--- src/rtl/const_mult_seq.sv ---
// Multiply-by-constant controller: walks the set bits of C one per cycle,
// accumulating shifted copies of the operand, with valid/ready on both sides.
module const_mult_seq #(
  parameter int unsigned W   = 32,
  parameter int unsigned C   = 21,
  parameter int unsigned CW  = $clog2(C + 1),
  parameter int unsigned Y_W = W + CW
) (
  input  logic           clk,
  input  logic           rst_n,
  input  logic           in_vld,
  output logic           in_rdy,
  input  logic [W-1:0]   in_a,
  output logic           out_vld,
  input  logic           out_rdy,
  output logic [Y_W-1:0] out_y,
  output logic           busy
);

  // C == 0 gives CW == 0; keep the mask at least one bit wide.
  localparam int unsigned MW = (CW > 0) ? CW : 1;
  localparam int unsigned IW = (MW > 1) ? $clog2(MW) : 1;
  localparam logic [MW-1:0] C_MASK = MW'(C);

  typedef enum logic [1:0] {
    IDLE  = 2'd0,
    ACCUM = 2'd1,
    DONE  = 2'd2
  } state_t;

  state_t         state;
  state_t         state_nxt;
  logic [W-1:0]   a_r;
  logic [Y_W-1:0] acc;
  logic [MW-1:0]  mask;
  logic [MW-1:0]  mask_clr;
  logic [IW-1:0]  low_idx;
  logic           low_found;
  logic [Y_W-1:0] addend;
  logic           accept;

  assign accept = in_vld & in_rdy;

  // Index of the lowest remaining set bit of the constant.
  always_comb begin
    low_idx   = '0;
    low_found = 1'b0;
    for (int i = 0; i < int'(MW); i++) begin
      if (mask[i] && !low_found) begin
        low_idx   = IW'(i);
        low_found = 1'b1;
      end
    end
  end

  assign mask_clr = mask & (mask - MW'(1));
  assign addend   = low_found ? (Y_W'(a_r) << low_idx) : '0;

  always_ff @(posedge clk) begin
    if (!rst_n) begin
      state <= IDLE;
    end else begin
      state <= state_nxt;
    end
  end

  always_comb begin
    state_nxt = state;
    unique case (state)
      IDLE:    if (accept) state_nxt = ACCUM;
      ACCUM:   if (mask_clr == '0) state_nxt = DONE;
      DONE:    if (out_rdy) state_nxt = accept ? ACCUM : IDLE;
      default: state_nxt = IDLE;
    endcase
  end

  // Outputs are forced low while reset is held, independent of the clock.
  always_comb begin
    in_rdy  = 1'b0;
    out_vld = 1'b0;
    busy    = 1'b0;
    out_y   = '0;
    if (rst_n) begin
      out_y = acc;
      unique case (state)
        IDLE:  in_rdy = 1'b1;
        ACCUM: busy = 1'b1;
        DONE: begin
          busy    = 1'b1;
          out_vld = 1'b1;
          in_rdy  = out_rdy;
        end
        default: ;
      endcase
    end
  end

  // The running sum never exceeds a*C, so acc cannot overflow Y_W bits.
  always_ff @(posedge clk) begin
    if (!rst_n) begin
      a_r  <= '0;
      acc  <= '0;
      mask <= '0;
    end else if (accept) begin
      a_r  <= in_a;
      acc  <= '0;
      mask <= C_MASK;
    end else if (state == ACCUM) begin
      acc  <= acc + addend;
      mask <= mask_clr;
    end
  end

endmodule
--- config.mk ---
export PLATFORM = sky130hd
export DESIGN_NAME = const_mult_seq
export DESIGN_NICKNAME = d
export VERILOG_FILES = /design/src/rtl/const_mult_seq.sv
export SDC_FILE = /design/constraint.sdc
export NUM_CORES = 1
export LEC_CHECK = 0
export ABC_AREA = 1
export CORE_ASPECT_RATIO = 1.25
export CORE_UTILIZATION = 42
export DETAILED_ROUTE_END_ITERATION = 16
export PLACE_DENSITY_LB_ADDON = 0.05
export REMOVE_ABC_BUFFERS = 1
export SYNTH_ARGS = -nofsm -noshare
export SYNTH_HDL_FRONTEND = slang
export SYNTH_SLANG_ARGS = --single-unit
--- constraint.sdc ---
create_clock -name clk -period 3.7 [get_ports clk]
set_clock_uncertainty 0.05 [all_clocks]
set_input_delay 0.74 -clock clk [delete_from_list [all_inputs] [get_ports clk]]
set_output_delay 0.74 -clock clk [all_outputs]
set_load 0.005 [all_outputs]
==> run summary, run 1 <==
================================================================================
Run status ........................................................ finished, final reports clean
Number of enable flip-flop cells after synthesis ..................            0
Number of nets in the final layout ................................         1297
Antenna Cells .....................................................            0
Synth warnings ....................................................            0
Max Fclk ..........................................................    307.4 MHz
Post-synth ARST share .............................................           0%
Drt via density ...................................................        4.917
Remaining antenna violation count .................................            0
Area of the core ..................................................    15700 um2
Pin count of the biggest net entering global routing ..............           66
Total non-filler cell area in the finished layout .................     7970 um2
Height of the chip ................................................       144 um
Post-layout utilization of the core ...............................       50.77%
Final wirelength ..................................................     19.84 mm
Leakage power total ...............................................     4.189 nW
Maximum Capacitance Violations ....................................            0
PostCTS Resize Cnt ................................................            0
Detailed placement HPWL ...........................................     15.82 mm
Detail-routed net length per standard cell ........................     13.81 um
Slew HR ...........................................................       40.40%
Global-route wire length before repair ............................     32.04 mm
Number of instances in the synthesized netlist ....................         1164
Worst Setup End Kind ..............................................    flip-flop
Power density of the placed cells ................................. 565.2 nW/um2
Kind of start point of the critical path ..........................    flip-flop
Count of buffers from port buffering ..............................           75
Clk sinks .........................................................           76
Netlist cell types ................................................           36
Sum of overflow across all layers after global routing ............            0
Post-Syn Area per Cell ............................................    5.821 um2
Post-placement cell count .........................................         1421
Clock tree from TritonCTS .........................................          yes
Violation count after the first detailed-route iteration ..........          386
Final standard cell count with taps included and fillers excluded .         1437
Clock Tree Root ................................................... sky130_fd_sc_hd__clkbuf_16
Placed Area .......................................................     7692 um2
Detailed-router iteration count before antenna repair .............            5
Largest incremental delay on the critical path ....................      0.35 ns
Final Slew Violations .............................................            0
Number of global-route vias before repair .........................         6584
TritonCTS buffer count ............................................            9
Worst-Skew Late Latency ...........................................      0.36 ns
Number of synthesized register bits ...............................           76
Most instantiated flip-flop cell in the synthesis netlist ......... sky130_fd_sc_hd__dfxtp_1
Number of rows created at floorplan ...............................           51
CTS H-tree lvls ...................................................            3
Largest fanout on the critical path ...............................           65
Count of hold buffers inserted by post-cts repair .................            0
Synthesis-to-layout area growth ...................................       17.64%
Worst-Margin Slew .................................................    0.8939 ns
Worst IR Drop VDD .................................................  0.0002394 V
Required time of the worst setup path .............................      3.89 ns
Post-CTS Setup Inserts ............................................            0
CP Class .......................................................... flip-flop to flip-flop
Ordered cell list for the critical path ........................... inv_2 > o21ai_1 > nand2_2 > buf_12 > o21ai_0 > mux2i_1 > o22ai_1 > ha_1 > nand2_2 > inv_1 > a21oi_1 > nand2_1 > nand2_1 > nand3_1 > xor2_1 > o21ai_0 > inv_1
Initial antenna violation count ...................................            0
Layout cells sized above 1 ........................................       3.837%
Post-synthesis instance area ......................................     6775 um2
Die Wd ............................................................     115.6 um
RSZ-0062 raised after global routing ..............................        false
Clk pin slew, worst setup/hold paths ..............................      0.06 ns
Ratio of final minimum period to clock period .....................       87.91%
Signal arrival time at the worst endpoint .........................      3.45 ns
CP max-delay cell ................................................. sky130_fd_sc_hd__dfxtp_1
DIE AREA ..........................................................    16650 um2
Via count .........................................................         7066
DRC viols .........................................................            0
Initial core utilization ..........................................       43.16%
Final critical path time including I/O delays and setup ...........     3.253 ns
Sequential share of the synthesized area ..........................       22.46%
Hold Fails Final Rpt ..............................................            0
Io pins ...........................................................           76
Post-Route Setup TNS ..............................................         0 ns
Number of buffers between clock root and the deepest sink .........            2
Fin Hold WS .......................................................    0.4297 ns
Final setup violation count .......................................            0
Final estimated routing congestion in global placement ............       0.9284
Hold Path Class ................................................... flip-flop to flip-flop
Total routing resource utilization after global routing ...........       25.26%
================================================================================
## report_power, final
| group | total (W) | leakage [nW] | switching (W) | internal (W) |
|---|---|---|---|---|
| sequential | 0.00124 | 0.623 | 0.000194 | 0.00104 |
| clock | 0.000867 | 0.125 | 0.000408 | 0.000460 |
| combinational | 0.00240 | 3.44 | 0.00147 | 0.000931 |
| total | 0.00450 | 4.19 | 0.00207 | 0.00243 |
## metrics by stage
stage	total power, W	worst slack [ns]
6_report	0.004504	0.4474
5_1_grt	0.004894	0.1465
4_1_cts	0.004551	0.4486
3_5_place_dp	0.003663	0.4739
3_3_place_gp	0.003656	0.4629
2_1_floorplan	0.002824	0.2310
## path summary, 6_finish.rpt
| check | startpoint | endpoint | slack (ns) | depth (start not counted) |
|---|---|---|---|---|
| max | mask[3]$_SDFFE_PP0P_ | acc[19]$_SDFFE_PP0P_ | 0.45 | 17 |
| max reg2reg | mask[3]$_SDFFE_PP0P_ | acc[19]$_SDFFE_PP0P_ | 0.45 | 17 |
| min | mask[4]$_SDFFE_PN0P_ | mask[4]$_SDFFE_PN0P_ | 0.43 | 2 |
| min reg2reg | mask[4]$_SDFFE_PN0P_ | mask[4]$_SDFFE_PN0P_ | 0.43 | 2 |
## cell type report
type                            instances  area (um2)
Tap cell                              212       265.3
Timing Repair Buffer                   88       893.4
Clock buffer                           10       229.0
Clock inverter                          6       48.80
Fill cell                            1788        7727
Multi-Input combinational cell        825        4187
Sequential cell                        76        1521
Inverter                              220       825.8
## layout by cell type (no fill, tap or decap), types with 13 or more instances in the layout
cell type	synthesis	routed
sky130_fd_sc_hd__dfxtp_1	76	76
sky130_fd_sc_hd__ha_1	40	39
sky130_fd_sc_hd__nand2_1	324	323
sky130_fd_sc_hd__clkdlybuf4s50_1	0	74
sky130_fd_sc_hd__nand3_1	83	83
sky130_fd_sc_hd__o21ai_1	29	29
sky130_fd_sc_hd__inv_1	216	216
sky130_fd_sc_hd__o21ai_0	71	71
sky130_fd_sc_hd__xor2_1	13	13
sky130_fd_sc_hd__mux2i_1	25	25
sky130_fd_sc_hd__o22ai_1	26	26
sky130_fd_sc_hd__a21oi_1	38	38
sky130_fd_sc_hd__nor2_1	132	132
## flip-flops by register name, summed over array words and instances, names as in the netlist
| signal | count |
|---|---|
| acc | 37 |
| mask | 5 |
| a_r | 32 |
| state | 2 |
## cells by family after synthesis
family                     after synthesis  share of synthesized area [%]
AOI/OAI and AO/OA                      182                          14.77
muxes                                   25                          3.693
DFF                                     76                          22.46
and+or+nand+nor                        561                          33.50
adders and majority gates               41                          7.682
buffers and inverters                  263                          15.83
xor gates and xnor gates                16                          2.068
## routing by layer
layer / global-route usage [%] / wire [um]
met5: 0 / 0
met4: 12.44 / 738
met3: 3.772 / 727
met2: 46.30 / 10020
met1: 28.16 / 8353
## synth_stat cells (all sizes together), types with 2 or more instances
library cell	n	area (um2)
o21ai	100	500.5
o21bai	6	45.04
mux2i	25	250.2
dfxtp	76	1521
nor3	9	45.04
xnor2	3	26.28
o22ai	26	162.7
nand4	2	12.51
buf	17	128.9
a211oi	3	22.52
xor2	13	113.9
a21oi	40	215.2
nor2	135	519.3
o31ai	2	15.01
ha	40	500.5
o211ai	3	22.52
nand2	328	1241
nand3	86	445.4
clkbuf	26	117.6
inv	220	825.8
## critical path: cells and delay by family, from the launching register on
family	cells	cell delay [ns]
AO/OA/AOI/OAI	5	1.09
buffers and inverters	4	0.34
multiplexers	1	0.17
AND/OR/NAND/NOR	5	0.54
flip-flops	1	0.35
adder cells (fa/ha/maj)	1	0.35
XOR/XNOR	1	0.22
No activity file was read; power rests on OpenSTA's default activity.
==> run 2: changes to the inputs <==
--- a/config.mk
+++ b/config.mk
@@ -10,7 +10,9 @@
 export CORE_UTILIZATION = 42
 export DETAILED_ROUTE_END_ITERATION = 16
 export PLACE_DENSITY_LB_ADDON = 0.05
+export RECOVER_POWER = 25
 export REMOVE_ABC_BUFFERS = 1
+export SETUP_SLACK_MARGIN = 0.2
 export SYNTH_ARGS = -nofsm -noshare
 export SYNTH_HDL_FRONTEND = slang
 export SYNTH_SLANG_ARGS = --single-unit
==> run summary, run 2 (same netlist as run 1, synthesis figures left out) <==
============================================================================
Ratio of final minimum period to clock period .................       91.54%
Die Wd ........................................................     115.6 um
GR Layer Usage met3 ...........................................       3.772%
Largest register FFs ..........................................           37
CTS H-tree lvls ...............................................            3
Largest fanout on the critical path ...........................           25
Via count .....................................................         7054
Hold Path Class ............................................... flip-flop to flip-flop
FF-to-FF path depth ...........................................            5
Violated checks ............................................... max-capacitance violations, max-slew violations
Met1 track utilization from global routing ....................       28.16%
CP Class ...................................................... input port to flip-flop
End of the worst register-to-register path .................... mask[3]$_SDFFE_PP0P_
Number of rows created at floorplan ...........................           51
Area of the core ..............................................    15700 um2
Most Used Layer, Global Route .................................         met2
Io pins .......................................................           76
Height of the chip ............................................       144 um
Total non-filler cell area in the finished layout .............     7958 um2
Largest registers ............................................. acc: 37 flops, a_r: 32 flops, mask: 5 flops
Final Slew Violations .........................................           43
Detail-routed net length per standard cell ....................     13.83 um
Layout cells sized above 1 ....................................       3.347%
Required time of the worst setup path .........................      3.90 ns
Worst-Skew Late Latency .......................................      0.36 ns
Switch Pwr ....................................................   0.002075 W
Clk sinks .....................................................           76
Final estimated routing congestion in global placement ........       0.9284
Count of buffers from port buffering ..........................           75
Share of power burned in the clock network ....................        19.3%
Power density of the placed cells ............................. 566.0 nW/um2
Clock tree from TritonCTS .....................................          yes
Clk pin slew, worst setup/hold paths ..........................      0.07 ns
Post-Route Setup TNS ..........................................         0 ns
Switch share ..................................................       46.07%
Number of nets in the final layout ............................         1297
Violation count after the first detailed-route iteration ......          385
Drt via density ...............................................        4.909
Signal arrival time at the worst endpoint .....................      3.59 ns
Final setup violation count ...................................            0
Slew HR .......................................................      -11.11%
Worst-Margin Slew .............................................     1.667 ns
Leakage power total ...........................................     4.223 nW
Post-layout utilization of the core ...........................       50.69%
Detailed-router iteration count before antenna repair .........            5
Internal portion of total power ...............................   0.002429 W
Number of global-route vias before repair .....................         6584
Final critical path time including I/O delays and setup .......     3.387 ns
Hold Path Origin .............................................. mask[4]$_SDFFE_PN0P_
Most common library cell in the layout ignoring fill and taps . sky130_fd_sc_hd__nand2_1
Post-CTS Setup Inserts ........................................            0
TritonCTS buffer count ........................................            9
Antenna Cells .................................................            0
Met2 Usage GRT ................................................       46.30%
Number of buffers between clock root and the deepest sink .....            2
Initial antenna violation count ...............................            0
Cell count of the worst hold path .............................            2
Pin count of the biggest net entering global routing ..........           66
DRC viols .....................................................            0
Kind of start point of the critical path ......................   input port
Worst IR Drop VDD .............................................  0.0002400 V
DIE AREA ......................................................    16650 um2
Reg power frac ................................................        27.5%
Overall power consumption .....................................   0.004504 W
Share of total power in combinational logic ...................        53.1%
Startpoint of the most critical register-to-register path ..... state[1]$_SDFFE_PN0P_
Biggest register ..............................................          acc
Clock Tree Root ............................................... sky130_fd_sc_hd__clkbuf_16
Run status .................................................... complete, but fails checks
Synthesis-to-layout area growth ...............................       17.45%
Detailed placement HPWL .......................................     15.82 mm
Worst Setup End Kind ..........................................    flip-flop
Total routing resource utilization after global routing .......       25.26%
Count of hold buffers inserted by post-cts repair .............            0
Maximum Capacitance Violations ................................            1
Max Fclk ......................................................    295.2 MHz
Final wirelength ..............................................     19.87 mm
Hold Fails Final Rpt ..........................................            0
Placed Area ...................................................     7692 um2
Sum of overflow across all layers after global routing ........            0
Remaining antenna violation count .............................            0
Hold-critical path endpoint ................................... mask[4]$_SDFFE_PN0P_
Initial core utilization ......................................       43.16%
Commonest cells after routing, fill and taps aside ............ sky130_fd_sc_hd__nand2_1, sky130_fd_sc_hd__inv_1, sky130_fd_sc_hd__nor2_1
RSZ-0062 raised after global routing ..........................        false
Setup slack on the worst flop-to-flop path ....................      0.45 ns
Global-route wire length before repair ........................     32.04 mm
PostCTS Resize Cnt ............................................            0
============================================================================
-- run 2: cell types whose count changed in the layout (fill, tap and decap cells not counted), moves of 2 or more --
| cell | previous run | this run |
|---|---|---|
| sky130_fd_sc_hd__o21ai_0 | 71 | 69 |
| sky130_fd_sc_hd__clkbuf_1 | 1 | 3 |
| sky130_fd_sc_hd__dlygate4sd3_1 | 0 | 13 |
| sky130_fd_sc_hd__clkdlybuf4s50_1 | 74 | 61 |
| sky130_fd_sc_hd__o21ai_1 | 29 | 31 |
| sky130_fd_sc_hd__nand2_2 | 5 | 3 |
| sky130_fd_sc_hd__nand2_1 | 323 | 325 |
-- run 2: final cells by class --
cell class | count | area (um2)
Fill cell | 1794 | 7740
Multi-Input combinational cell | 825 | 4179
Sequential cell | 76 | 1521
Timing Repair Buffer | 88 | 888.4
Inverter | 220 | 825.8
Tap cell | 212 | 265.3
Clock buffer | 10 | 229.0
Clock inverter | 6 | 48.80
-- run 2: critical path: stages --
cell                            delay [ns]
sky130_fd_sc_hd__dlygate4sd3_1        0.55
sky130_fd_sc_hd__nand2_1              0.09
sky130_fd_sc_hd__a21oi_4              0.39
sky130_fd_sc_hd__nand2_1              0.46
sky130_fd_sc_hd__nand2_1              0.85
sky130_fd_sc_hd__inv_2                0.21
sky130_fd_sc_hd__a32o_1               0.26
-- run 2: power groups by stage --
stage	registers (W)	clock network (W)	logic, W
5_1_grt	0.00127	0.000923	0.00270
6_report	0.00124	0.000871	0.00239
4_1_cts	0.00124	0.000895	0.00241
2_1_floorplan	0.00118	0	0.00164
3_5_place_dp	0.00126	0	0.00240
3_3_place_gp	0.00126	0	0.00240
-- run 2: per-layer routing --
layer / vias to the layer above / part of all wire [%]
li1: 3767 / -
met2: 133 / 51
met3: 43 / 3.6
met4: 0 / 3.7
met5: - / 0
met1: 3111 / 42
-- run 2: how the worst max path moves through the flow --
stage | endpoint | cells past startpoint | startpoint | slack, ns
floorplan | acc[21]$_SDFFE_PP0P_ | 19 | mask[3]$_SDFFE_PP0P_ | 0.23
global placement | acc[19]$_SDFFE_PP0P_ | 17 | mask[3]$_SDFFE_PP0P_ | 0.46
detailed placement | acc[27]$_SDFFE_PP0P_ | 20 | mask[3]$_SDFFE_PP0P_ | 0.47
CTS | acc[27]$_SDFFE_PP0P_ | 20 | mask[1]$_SDFFE_PP0P_ | 0.45
global route | acc[11]$_SDFFE_PP0P_ | 9 | out_rdy | 0.15
finish | a_r[30]$_SDFFE_PN0P_ | 7 | out_rdy | 0.31
-- run 2: per-stage QoR --
step / hold WS [ns] / setup slack (ns) / cells
2_1_floorplan: 0.3992 / 0.2310 / 1121
5_1_grt: 0.4524 / 0.1482 / 1437
3_5_place_dp: 0.4212 / 0.4739 / 1421
6_report: 0.4295 / 0.3128 / 1437
3_3_place_gp: 0.4119 / 0.4629 / 1421
4_1_cts: 0.4286 / 0.4486 / 1437
==> run 3: changes to the inputs <==
==> constraint.sdc (replaced) <==
create_clock -name clk -period 2.9 [get_ports clk]
set_clock_uncertainty 0.05 [all_clocks]
set_input_delay 0.58 -clock clk [delete_from_list [all_inputs] [get_ports clk]]
set_output_delay 0.58 -clock clk [all_outputs]
set_load 0.005 [all_outputs]
==> run summary, run 3 (same netlist as run 1, synthesis figures left out) <==
============================================================================
TritonCTS buffer count ........................................            9
Antenna Cells .................................................            0
Total routing resource utilization after global routing .......       26.34%
Signal arrival time at the worst endpoint .....................      3.32 ns
Area of the core ..............................................    15700 um2
Clk pin slew, worst setup/hold paths ..........................      0.07 ns
Worst IR Drop VDD .............................................  0.0004786 V
Dominant cell type by count on the critical path .............. sky130_fd_sc_hd__nand2_2
Initial core utilization ......................................       43.16%
Count of hold buffers inserted by post-cts repair .............            0
Max Fclk ......................................................    325.2 MHz
Final critical path time including I/O delays and setup .......     3.075 ns
Worst Setup End Kind ..........................................    flip-flop
Clk sinks .....................................................           76
Die Wd ........................................................     115.6 um
Most common library cell in the layout ignoring fill and taps . sky130_fd_sc_hd__nand2_1
End of the worst register-to-register path .................... acc[36]$_SDFFE_PP0P_
Via count .....................................................         7872
Number of rows created at floorplan ...........................           51
Drt via density ...............................................        5.008
Biggest register ..............................................          acc
Cell count of the worst hold path .............................            2
Initial antenna violation count ...............................            0
Worst-Skew Late Latency .......................................      0.36 ns
Crit path max-delay family .................................... simple AND/OR/NAND/NOR gates
Final estimated routing congestion in global placement ........       0.9204
Leakage power total ...........................................     5.148 nW
Detailed placement HPWL .......................................     16.47 mm
Pin count of the biggest net entering global routing ..........           34
Io pins .......................................................           76
Total non-filler cell area in the finished layout .............    10680 um2
Clock Tree Root ............................................... sky130_fd_sc_hd__clkbuf_16
Slew HR .......................................................       54.48%
Detail-routed net length per standard cell ....................     14.92 um
Power density of the placed cells ............................. 755.3 nW/um2
Clock tree from TritonCTS .....................................          yes
CP Class ...................................................... flip-flop to flip-flop
Final setup violation count ...................................           24
DRC viols .....................................................            0
Violated checks ............................................... negative setup slack
Setup slack on the worst flop-to-flop path ....................     -0.18 ns
Height of the chip ............................................       144 um
Global-route wire length before repair ........................     33.43 mm
Largest fanout on the critical path ...........................            7
Worst-Margin Slew .............................................    0.6828 ns
Maximum Capacitance Violations ................................            0
RSZ-0062 raised after global routing ..........................         true
Ordered cell list for the critical path ....................... buf_6 > nor2_4 > buf_6 > nor2_4 > buf_12 > buf_12 > clkinvlp_4 > nand2_2 > o21ai_4 > o22ai_4 > ha_4 > nand2_4 > inv_2 > nand2_2 > nand2_2 > nand2_2 > nand3_2 > a21oi_2 > nand3_2 > nand3_2 > nand2_1 > nor2_1
Layout cells sized above 1 ....................................       31.69%
CP max-delay cell ............................................. sky130_fd_sc_hd__dfxtp_2
Hold Fails Final Rpt ..........................................            0
Hold-critical path endpoint ................................... a_r[29]$_SDFFE_PN0P_
Run status .................................................... complete, but fails checks
Hold Path Class ............................................... flip-flop to flip-flop
Startpoint of the most critical register-to-register path ..... mask[3]$_SDFFE_PP0P_
Hold Path Origin .............................................. a_r[29]$_SDFFE_PN0P_
Remaining antenna violation count .............................            0
Violation count after the first detailed-route iteration ......          376
Number of buffers between clock root and the deepest sink .....            2
Setup WS post-layout ..........................................   -0.1755 ns
Synthesis-to-layout area growth ...............................       57.69%
FF-to-FF path depth ...........................................           22
Count of buffers from port buffering ..........................           75
Commonest cells after routing, fill and taps aside ............ sky130_fd_sc_hd__nand2_1, sky130_fd_sc_hd__inv_1, sky130_fd_sc_hd__buf_4
Ratio of final minimum period to clock period .................       106.1%
Final wirelength ..............................................     23.45 mm
DIE AREA ......................................................    16650 um2
Sum of overflow across all layers after global routing ........            0
Layout filler cell count ......................................         1401
Largest register FFs ..........................................           37
CTS H-tree lvls ...............................................            3
Largest registers ............................................. acc: 37 flops, a_r: 32 flops, mask: 5 flops
Placed Area ...................................................     8463 um2
Largest incremental delay on the critical path ................      0.34 ns
Fin Hold WS ...................................................    0.4354 ns
Number of global-route vias before repair .....................         6982
Detailed-router iteration count before antenna repair .........            5
Kind of start point of the critical path ......................    flip-flop
Final Slew Violations .........................................            0
Required time of the worst setup path .........................      3.15 ns
Buffers & Inverters on Critical Path ..........................            6
Number of nets in the final layout ............................         1432
============================================================================
run 3: power by group:
part	leakage (nW)	total [W]	switching [W]	internal [W]
registers	0.625	0.00164	0.000309	0.00133
clock network	0.143	0.00120	0.000523	0.000675
logic	4.38	0.00523	0.00270	0.00253
total	5.15	0.00807	0.00353	0.00454
run 3: layout make-up:
class	count	area [um2]	share of cell area [%]
multi-input cells	825	5664	53.02
repair buffers	223	2092	19.58
flip-flops and latches	76	1525	14.28
inverters	220	835.8	7.823
well taps	212	265.3	2.483
clock buffers	10	229.0	2.143
clock inverters	6	72.57	0.6792
run 3: worst register-to-register path: stages, from the launching register on:
cell	delay, ns
sky130_fd_sc_hd__dfxtp_2	0.34
sky130_fd_sc_hd__buf_6	0.10
sky130_fd_sc_hd__nor2_4	0.04
sky130_fd_sc_hd__buf_6	0.11
sky130_fd_sc_hd__nor2_4	0.21
sky130_fd_sc_hd__buf_12	0.19
sky130_fd_sc_hd__buf_12	0.15
sky130_fd_sc_hd__clkinvlp_4	0.18
sky130_fd_sc_hd__nand2_2	0.12
sky130_fd_sc_hd__o21ai_4	0.08
sky130_fd_sc_hd__o22ai_4	0.24
sky130_fd_sc_hd__ha_4	0.26
sky130_fd_sc_hd__nand2_4	0.09
sky130_fd_sc_hd__inv_2	0.05
sky130_fd_sc_hd__nand2_2	0.07
sky130_fd_sc_hd__nand2_2	0.06
sky130_fd_sc_hd__nand2_2	0.06
sky130_fd_sc_hd__nand3_2	0.07
sky130_fd_sc_hd__a21oi_2	0.16
sky130_fd_sc_hd__nand3_2	0.13
sky130_fd_sc_hd__nand3_2	0.09
sky130_fd_sc_hd__nand2_1	0.07
sky130_fd_sc_hd__nor2_1	0.12
run 3: worst max-delay path by stage:
stage	from	endpoint	depth (start not counted)
detailed placement	mask[3]$_SDFFE_PP0P_	acc[35]$_SDFFE_PP0P_	20
global placement	mask[3]$_SDFFE_PP0P_	acc[35]$_SDFFE_PP0P_	21
global route	mask[0]$_SDFFE_PN0P_	acc[35]$_SDFFE_PP0P_	21
floorplan	mask[3]$_SDFFE_PP0P_	acc[21]$_SDFFE_PP0P_	19
finish	mask[3]$_SDFFE_PP0P_	acc[36]$_SDFFE_PP0P_	22
CTS	mask[3]$_SDFFE_PP0P_	acc[36]$_SDFFE_PP0P_	17
run 3: routing by layer:
| metal | share of wire (%) | GRT usage, % |
|---|---|---|
| met4 | 4.5 | 12.24 |
| met5 | 0 | 0 |
| met2 | 52 | 50.36 |
| met1 | 40 | 28.90 |
| met3 | 2.8 | 2.389 |
run 3: per-stage QoR:
step	utilization, %	power [W]	cells	TNS, ns	setup WS (ns)
finish	68.06	0.008070	1572	-1.635	-0.1755
global placement	53.91	0.005189	1522	-3.891	-0.2457
detailed placement	53.91	0.005203	1522	-3.772	-0.2193
CTS	58.08	0.006759	1551	-1.269	-0.1095
global route	68.06	0.008553	1572	-9.116	-0.3134
floorplan	-	0.003603	1121	-15.15	-0.5690
run 3: repair_timing:
| action | 4_1_cts | 5_1_grt |
|---|---|---|
| resized for setup | 67 | 290 |
| endpoints found under the setup margin | 33 | 34 |
| pin swaps | 14 | 99 |
| cloned | 1 | 4 |
| setup buffers | 12 | 17 |
